### src/rtl/axi_lite_apb_bridge_mslv.sv
// AXI4-Lite slave to APB4 master bridge with NUM_SLV address-decoded targets,
// round-robin read/write arbitration, DECERR for unmapped windows and a PREADY watchdog.
module axi_lite_apb_bridge_mslv #(
   parameter int ADDR_W       = 32,
   parameter int DATA_W       = 32,
   parameter int NUM_SLV      = 4,
   parameter int SLV_WIN_BITS = 12,
   parameter int TIMEOUT      = 256
) (
   input  logic                      clk,
   input  logic                      rst,
   input  logic [ADDR_W-1:0]         s_awaddr,
   input  logic [2:0]                s_awprot,
   input  logic                      s_awvalid,
   output logic                      s_awready,
   input  logic [DATA_W-1:0]         s_wdata,
   input  logic [DATA_W/8-1:0]       s_wstrb,
   input  logic                      s_wvalid,
   output logic                      s_wready,
   output logic [1:0]                s_bresp,
   output logic                      s_bvalid,
   input  logic                      s_bready,
   input  logic [ADDR_W-1:0]         s_araddr,
   input  logic [2:0]                s_arprot,
   input  logic                      s_arvalid,
   output logic                      s_arready,
   output logic [DATA_W-1:0]         s_rdata,
   output logic [1:0]                s_rresp,
   output logic                      s_rvalid,
   input  logic                      s_rready,
   output logic [ADDR_W-1:0]         paddr,
   output logic [NUM_SLV-1:0]        psel,
   output logic                      penable,
   output logic                      pwrite,
   output logic [DATA_W-1:0]         pwdata,
   output logic [DATA_W/8-1:0]       pstrb,
   output logic [2:0]                pprot,
   input  logic [NUM_SLV*DATA_W-1:0] prdata,
   input  logic [NUM_SLV-1:0]        pready,
   input  logic [NUM_SLV-1:0]        pslverr
);

   localparam int STRB_W  = DATA_W / 8;
   localparam int IDX_W   = (NUM_SLV > 1) ? $clog2(NUM_SLV) : 1;
   localparam int CNT_W   = (TIMEOUT > 1) ? $clog2(TIMEOUT) : 1;
   localparam int TO_LAST = (TIMEOUT > 0) ? TIMEOUT - 1 : 0;

   localparam logic [1:0] RESP_OKAY   = 2'b00;
   localparam logic [1:0] RESP_SLVERR = 2'b10;
   localparam logic [1:0] RESP_DECERR = 2'b11;

   typedef enum logic [2:0] {IDLE, SETUP, ACCESS, WRESP, RRESP} state_e;

   state_e              state_q, state_d;
   logic                last_wr_q, last_wr_d;
   logic                is_wr_q, is_wr_d;
   logic [ADDR_W-1:0]   addr_q, addr_d;
   logic [2:0]          prot_q, prot_d;
   logic [DATA_W-1:0]   wdata_q, wdata_d;
   logic [STRB_W-1:0]   strb_q, strb_d;
   logic [IDX_W-1:0]    idx_q, idx_d;
   logic [1:0]          resp_q, resp_d;
   logic [DATA_W-1:0]   rdata_q, rdata_d;
   logic [CNT_W-1:0]    cnt_q, cnt_d;

   logic                wr_pend, rd_pend, sel_wr, sel_rd;
   logic [ADDR_W-1:0]   acc_addr;
   logic [IDX_W-1:0]    acc_idx;
   logic                acc_bad;
   logic [NUM_SLV-1:0]  slv_sel;
   logic                slv_ready, slv_err;
   logic [DATA_W-1:0]   slv_rdata;
   logic                apb_act, timeout_hit;

   // With both kinds pending, serve whichever kind did not go last.
   assign wr_pend  = s_awvalid && s_wvalid;
   assign rd_pend  = s_arvalid;
   assign sel_wr   = wr_pend && (!rd_pend || !last_wr_q);
   assign sel_rd   = rd_pend && !sel_wr;
   assign acc_addr = sel_wr ? s_awaddr : s_araddr;
   assign acc_idx  = acc_addr[SLV_WIN_BITS +: IDX_W];
   assign acc_bad  = ({1'b0, acc_idx} >= (IDX_W + 1)'(NUM_SLV));

   assign timeout_hit = (TIMEOUT != 0) && (cnt_q == CNT_W'(TO_LAST));

   always_comb begin
      slv_sel   = '0;
      slv_ready = 1'b0;
      slv_err   = 1'b0;
      slv_rdata = '0;
      for (int i = 0; i < NUM_SLV; i++) begin
         if (idx_q == IDX_W'(i)) begin
            slv_sel[i] = 1'b1;
            slv_ready  = pready[i];
            slv_err    = pslverr[i];
            slv_rdata  = prdata[i*DATA_W +: DATA_W];
         end
      end
   end

   // NOTE: every signal written here gets a default first, so no path can infer a latch.
   always_comb begin
      state_d   = state_q;
      last_wr_d = last_wr_q;
      is_wr_d   = is_wr_q;
      addr_d    = addr_q;
      prot_d    = prot_q;
      wdata_d   = wdata_q;
      strb_d    = strb_q;
      idx_d     = idx_q;
      resp_d    = resp_q;
      rdata_d   = rdata_q;
      cnt_d     = cnt_q;
      s_awready = 1'b0;
      s_wready  = 1'b0;
      s_arready = 1'b0;
      case (state_q)
         IDLE: begin
            if (!rst && (sel_wr || sel_rd)) begin
               s_awready = sel_wr;
               s_wready  = sel_wr;
               s_arready = sel_rd;
               is_wr_d   = sel_wr;
               addr_d    = acc_addr;
               prot_d    = sel_wr ? s_awprot : s_arprot;
               wdata_d   = sel_wr ? s_wdata : '0;
               strb_d    = sel_wr ? s_wstrb : '0;
               idx_d     = acc_idx;
               rdata_d   = '0;
               cnt_d     = '0;
               if (acc_bad) begin
                  resp_d  = RESP_DECERR;
                  state_d = sel_wr ? WRESP : RRESP;
               end else begin
                  resp_d  = RESP_OKAY;
                  state_d = SETUP;
               end
            end
         end
         SETUP: begin
            cnt_d   = '0;
            state_d = ACCESS;
         end
         ACCESS: begin
            if (slv_ready) begin
               resp_d  = slv_err ? RESP_SLVERR : RESP_OKAY;
               rdata_d = (is_wr_q || slv_err) ? '0 : slv_rdata;
               state_d = is_wr_q ? WRESP : RRESP;
            end else if (timeout_hit) begin
               resp_d  = RESP_SLVERR;
               rdata_d = '0;
               state_d = is_wr_q ? WRESP : RRESP;
            end else begin
               cnt_d = cnt_q + 1'b1;
            end
         end
         WRESP: begin
            if (s_bready) begin
               last_wr_d = 1'b1;
               state_d   = IDLE;
            end
         end
         RRESP: begin
            if (s_rready) begin
               last_wr_d = 1'b0;
               state_d   = IDLE;
            end
         end
         default: state_d = IDLE;
      endcase
   end

   // NOTE: sequential state uses non-blocking assignments so all registers see pre-edge values.
   always_ff @(posedge clk) begin
      if (rst) begin
         state_q   <= IDLE;
         last_wr_q <= 1'b0;
         is_wr_q   <= 1'b0;
         addr_q    <= '0;
         prot_q    <= '0;
         wdata_q   <= '0;
         strb_q    <= '0;
         idx_q     <= '0;
         resp_q    <= '0;
         rdata_q   <= '0;
         cnt_q     <= '0;
      end else begin
         state_q   <= state_d;
         last_wr_q <= last_wr_d;
         is_wr_q   <= is_wr_d;
         addr_q    <= addr_d;
         prot_q    <= prot_d;
         wdata_q   <= wdata_d;
         strb_q    <= strb_d;
         idx_q     <= idx_d;
         resp_q    <= resp_d;
         rdata_q   <= rdata_d;
         cnt_q     <= cnt_d;
      end
   end

   // APB and response outputs are gated by state so an abort or idle bus reads as all zero.
   assign apb_act  = (state_q == SETUP) || (state_q == ACCESS);
   assign psel     = apb_act ? slv_sel : '0;
   assign penable  = (state_q == ACCESS);
   assign pwrite   = apb_act && is_wr_q;
   assign paddr    = apb_act ? addr_q : '0;
   assign pwdata   = apb_act ? wdata_q : '0;
   assign pstrb    = apb_act ? strb_q : '0;
   assign pprot    = apb_act ? prot_q : '0;
   assign s_bvalid = (state_q == WRESP);
   assign s_bresp  = s_bvalid ? resp_q : '0;
   assign s_rvalid = (state_q == RRESP);
   assign s_rresp  = s_rvalid ? resp_q : '0;
   assign s_rdata  = s_rvalid ? rdata_q : '0;

endmodule

### config.mk
export PLATFORM = sky130hd
export DESIGN_NAME = axi_lite_apb_bridge_mslv
export DESIGN_NICKNAME = d
export VERILOG_FILES = /design/src/rtl/axi_lite_apb_bridge_mslv.sv
export SDC_FILE = /design/constraint.sdc
export NUM_CORES = 1
export LEC_CHECK = 0
export ABC_AREA = 1
export ABC_CLOCK_PERIOD_IN_PS = 2000
export BUFFER_PORTS_ARGS = -buffer_cell sky130_fd_sc_hd__buf_4
export CAP_MARGIN = 40
export CORE_AREA = 2 2 141 143
export DETAILED_ROUTE_END_ITERATION = 12
export DIE_AREA = 0 0 143 145
export PLACE_DENSITY_LB_ADDON = 0.05
export SETUP_SLACK_MARGIN = 0.15
export SYNTH_ARGS = -nofsm -noshare
export SYNTH_HDL_FRONTEND = slang
export SYNTH_SLANG_ARGS = --single-unit
### constraint.sdc
create_clock -name clk -period 2 [get_ports clk]
set_input_delay 0.3 -clock clk [delete_from_list [all_inputs] [get_ports clk]]
set_output_delay 0.3 -clock clk [all_outputs]
set_load 0.05 [all_outputs]
Word-level counts from Yosys, hierarchy flattened
Cells that the tools add are included.
{"block": "totals", "out_inout_bits": 118, "ff_bits": 120, "elab_cells": 105}
{"block": "classes", "n_reduce_logical": 23, "n_eq_ne": 14, "addsub": 1, "muxes": 56}
{"operator": "$mux 32", "count": 13}
{"operator": "$pmux 32 s2", "count": 1}
{"operator": "$mux 3", "count": 8}
{"operator": "$mux 8", "count": 3}
{"operator": "$pmux 8 s3", "count": 1}
{"operator": "$mux 1", "count": 18}
{"operator": "$pmux 3 s5", "count": 1}
{"operator": "$mux 2", "count": 6}
{"operator": "$mux 4", "count": 3}
{"operator": "$add 8x1->8 const B", "count": 1}
{"operator": "$eq 8x8->1 const B", "count": 1}
{"operator": "$reduce_and 4->1", "count": 2}
{"operator": "$eq 3x2->1 const B", "count": 2}
{"operator": "$ne 2x2->1 const B", "count": 3}
{"operator": "$reduce_and 3->1", "count": 2}
{"operator": "$logic_and 1x1->1", "count": 5}
{"operator": "$eq 2x2->1 const B", "count": 2}
{"operator": "$logic_not 1->1", "count": 4}
{"operator": "$logic_or 1x1->1", "count": 4}
{"operator": "$ne 2x1->1 const B", "count": 2}
{"operator": "$pmux 2 s2", "count": 1}
{"operator": "$reduce_bool 2->1", "count": 2}
{"operator": "$eq 3x1->1 const B", "count": 1}
{"operator": "$eq 3x3->1 const B", "count": 1}
{"operator": "7 further kinds", "count": 7}

Depth between registers and ports, before layout
{"block": "depth", "depth_word": 9, "mapped_depth": 11, "ltp_nobuf": 10}

Worst setup path after synthesis
Ideal clock, no wire load.
{"block": "synth_timing", "path_kind": "flip-flop to output port", "from": "register state_q[2]", "to": "output port s_rdata[10]", "setup_slack_ps": -1279, "path_stages_with_launch": 6, "arrival_ps": 2979, "t_required_ps": 1700, "path_cell_list": "dfxtp_1 -> inv_1 -> nor3_1 -> clkinv_1 -> clkbuf_1 -> nor2_1"}
{"block": "synth_between", "elab_chain_len": 2}
{"element": "from (decl)", "line": "54", "rtl": "state_e state_q, state_d;"}
{"element": "from (signal assigned)", "line": "188", "rtl": "state_q <= state_d;"}
{"element": "$eq 3x3->1", "line": "213", "rtl": "assign s_rvalid = (state_q == RRESP);"}
{"element": "net s_rvalid", "line": "29", "rtl": "output logic s_rvalid,"}
{"element": "$mux 32", "line": "215", "rtl": "assign s_rdata = s_rvalid ? rdata_q : '0;"}
{"element": "to (decl)", "line": "27", "rtl": "output logic [DATA_W-1:0] s_rdata,"}
The timed path passes the listed nets, and every way through them passes these cells.

Final worst setup path
{"block": "layout_timing", "from": "register state_q[1]", "to": "output port s_rdata[21]"}
{"block": "layout_between", "elab_chain_len": 2}
{"element": "$eq 3x3->1", "line": "213"}
{"element": "$mux 32", "line": "215"}
Every way passes these cells.

==> results by group <==
Timing
  • Least-Margin Pin Slew: 843 ps
  • Post-route minimum period: 2040 ps
  • Layout Skew: 9.03 ps
  • Slew Limit Fails: 0
  • Max Clk Rate: 489 MHz
  • RSZ-0062 raised after global routing: yes
  • Setup violators final: 34
  • Slew HR: 43.8%
  • Fin crit share: 102%
  • Post-route setup slack: -45.0 ps
  • Final Hold Fails: 0

Placement
  • Dpl hpwl: 19,200 µm
  • Gpl congestion: 0.867
  • IO buf count: 364
  • Worst slack, placed: 19.3 ps

Final layout
  • Diodes inserted: 0
  • Layout Nets: 1,724
  • Seq. cell area: 0.00235 mm²
  • Layout cell share with drive strength beyond 1: 40.5%
  • Area occupied by multi-input gates: 0.00435 mm²
  • Area Growth Syn to Fin: 83.9%
  • Fill cells: 1,757
  • Util after Layout: 64.2%

Synth
  • Synth Register Bits: 117
  • Synthesized instance count: 1,110
  • Synthesized cell area: 0.00671 mm²
  • Distinct cells, synth: 33
  • Yosys warning count: 0
  • Mean Syn Cell Area: 6.04 µm²
  • Sequential area share after synthesis: 34.9%

Clocking
  • CTS Sinks: 117
  • H-tree Lvls: 4
  • CTS tree: done
  • Clk_lat worst skew: 410 ps
  • Total CTS buffers: 17
  • Clock slew at reported path FFs: 60 ps
  • CTS root buf: clkbuf_16
  • Hold-fix buffers, CTS: 0
  • Clk buf depth: 2

Routing
  • Drt pass-1 iters: 5
  • Wire per inst: 15.3 µm
  • WL final: 26,800 µm
  • Post-route DRC violation count: 0
  • Total number of vias: 8,278
  • Via density: 4.72
  • DRC marker count from the first detailed-route iteration: 367
  • Routed Antenna Nets: 0

Floorplanning
  • Core Area: 0.0192 mm²
  • Vert. Die Dim: 145 µm
  • Die width: 143 µm
  • Top Ports: 367
  • Initial core utilization: 34.9%
  • Row cnt: 51
  • Die area: 0.0207 mm²

Worst setup path
  • Required time of the critical path: 1700 ps
  • Worst-case reg-to-reg path depth: 9
  • Top delay family on crit path: buffers and inverters
  • Crit-path cells: nor3_4 > clkinv_4 > buf_16 > nor2_4 > buf_8
  • Worst stage delay on the critical path: 390 ps
  • WP buf/inv: 3
  • Worst Setup SP: state_q[1]
  • Worst-path maximum fanout: 14
  • WS Path Type: reg2out
  • CP endpoint kind: output port
  • Setup crit start kind: register
  • Worst reg2reg startpoint: cnt_q[0]
  • Critical path depth: 5
  • Arrival time at the worst endpoint: 1740 ps
  • CP max stage cell: dfxtp_4

GRT
  • First-pass GRT wire length: 41,400 µm
  • Initial antenna violation count: 0
  • Vias in the first global route: 8,045
  • Met1 GRT Util: 28.6%
  • GRT Total Usage: 25.1%
  • Global Route met2 Usage: 43.1%
  • Grt peak-use layer: met2
  • Remaining global-route overflow: 0
  • Largest net degree at the start of global routing: 77
  • Met3 Usage GRT: 9.11%

Worst hold path
  • Hold Path Class: in2reg
  • Hold Path Stages: 3
  • Hold path startpoint: s_wdata[23]

Run
  • Max-Cap Viols: 0

Power
  • Pwr dens: 1100 mW/mm²
  • Lkg Pwr: 5.03 nW
  • Peak supply drop: 0.752 mV

Outcome
  • Status: complete, but fails checks
  • Violated checks: negative setup slack
## cells by family after synthesis
family | share of synthesized area (%)
AO/OA/AOI/OAI | 17.7
buffers and inverters | 13.8
flip-flops | 34.9
other | 0.0559
adder cells (fa/ha/maj) | 0.186
AND/OR/NAND/NOR | 33.1
XOR/XNOR | 0.261
## final cells by class
type | instances | area share [%]
Multi-Input combinational cell | 774 | 35.3
Sequential cell | 117 | 19.1
Clock buffer | 19 | 3.67
Timing Repair Buffer | 415 | 32.4
Clock inverter | 13 | 1.85
Tap cell | 265 | 2.69
Inverter | 147 | 4.78
Timing Repair inverter | 2 | 0.223
## tightest hold or removal path, delay by kind of cell
| family | cells | cell delay (ps) |
|---|---|---|
| and+or+nand+nor | 1 | 40 |
| AOI/OAI and AO/OA | 1 | 100 |
| buffers and inverters | 1 | 80 |
## routing by layer
metal / up-vias / routed length (µm)
met4: 0 / 877
li1: 4209 / -
met3: 55 / 2160
met5: - / 0
met2: 291 / 13200
met1: 3723 / 10500
## cells in the mapped netlist, drive strengths merged
cell,count,area share (%)
buf,33,3.4
ha,1,0.19
clkbuf,40,2.2
a31oi,35,3.3
or2,1,0.093
xor2,1,0.13
a21oi,82,6.1
conb,1,0.056
nor3,7,0.60
nor2,158,9.4
nand2,316,18
inv,145,8.1
o21ai,108,8.1
nand3,52,4.2
o21bai,1,0.11
nand3b,2,0.22
dfxtp,117,35
nand4,6,0.56
o21a,1,0.11
xnor2,1,0.13
clkinv,2,0.13
## through the flow
stage | instance area (µm²) | hold slack [ps] | std cells | power, mW | TNS (ps)
3_3_place_gp | 10400 | 451 | 1697 | 8.18 | 0
4_1_cts | 12000 | 131 | 1743 | 13.3 | -2420
2_1_floorplan | 7440 | 424 | 1111 | 6.57 | -1070
5_1_grt | 12300 | 130 | 1752 | 14.3 | -5550
3_5_place_dp | 10400 | 455 | 1697 | 8.21 | 0
6_report | 12300 | 147 | 1752 | 13.5 | -592
## worst paths after layout
check,to,slack [ps]
setup / recovery,s_rdata[21],-40
hold / removal,wdata_q[23],150
setup reg to reg,rdata_q[20],290
hold reg to reg,rdata_q[23],460
## what timing repair did
item / CTS / global route
pin swaps: 5 / 8
resized for setup: 193 / 68
endpoints found under the hold margin: 0 / 0
cloned: 6 / 3
setup endpoints to repair: 128 / 158
setup buffers: 8 / 6
## power by group
| part | internal, mW | total (mW) | switching [mW] |
|---|---|---|---|
| clock | 2.40 | 3.51 | 1.11 |
| sequential | 2.64 | 2.86 | 0.219 |
| combinational | 2.86 | 7.17 | 4.31 |
| total | 7.90 | 13.5 | 5.64 |
## state kept, by name, indices dropped and copies added, names as in the netlist
name and count:
addr_q 32, cnt_q 8, is_wr_q 1, last_wr_q 1, prot_q 3, rdata_q 32
resp_q 1, state_q 3, strb_q 4, wdata_q 32
## cells in the final DEF, fill, tap and decap left out, drive strengths merged, types with 2 or more instances in the layout
master    count
clkbuf       21
clkinvlp      2
o21ai       108
conb          2
a21oi        82
nand3b        2
nor2        158
buf         413
nand4         6
nor3          7
nand2       316
inv         147
bufinv        6
clkinv        7
nand3        52
a31oi        35
dfxtp       117
(Power assumes the default switching activity.)
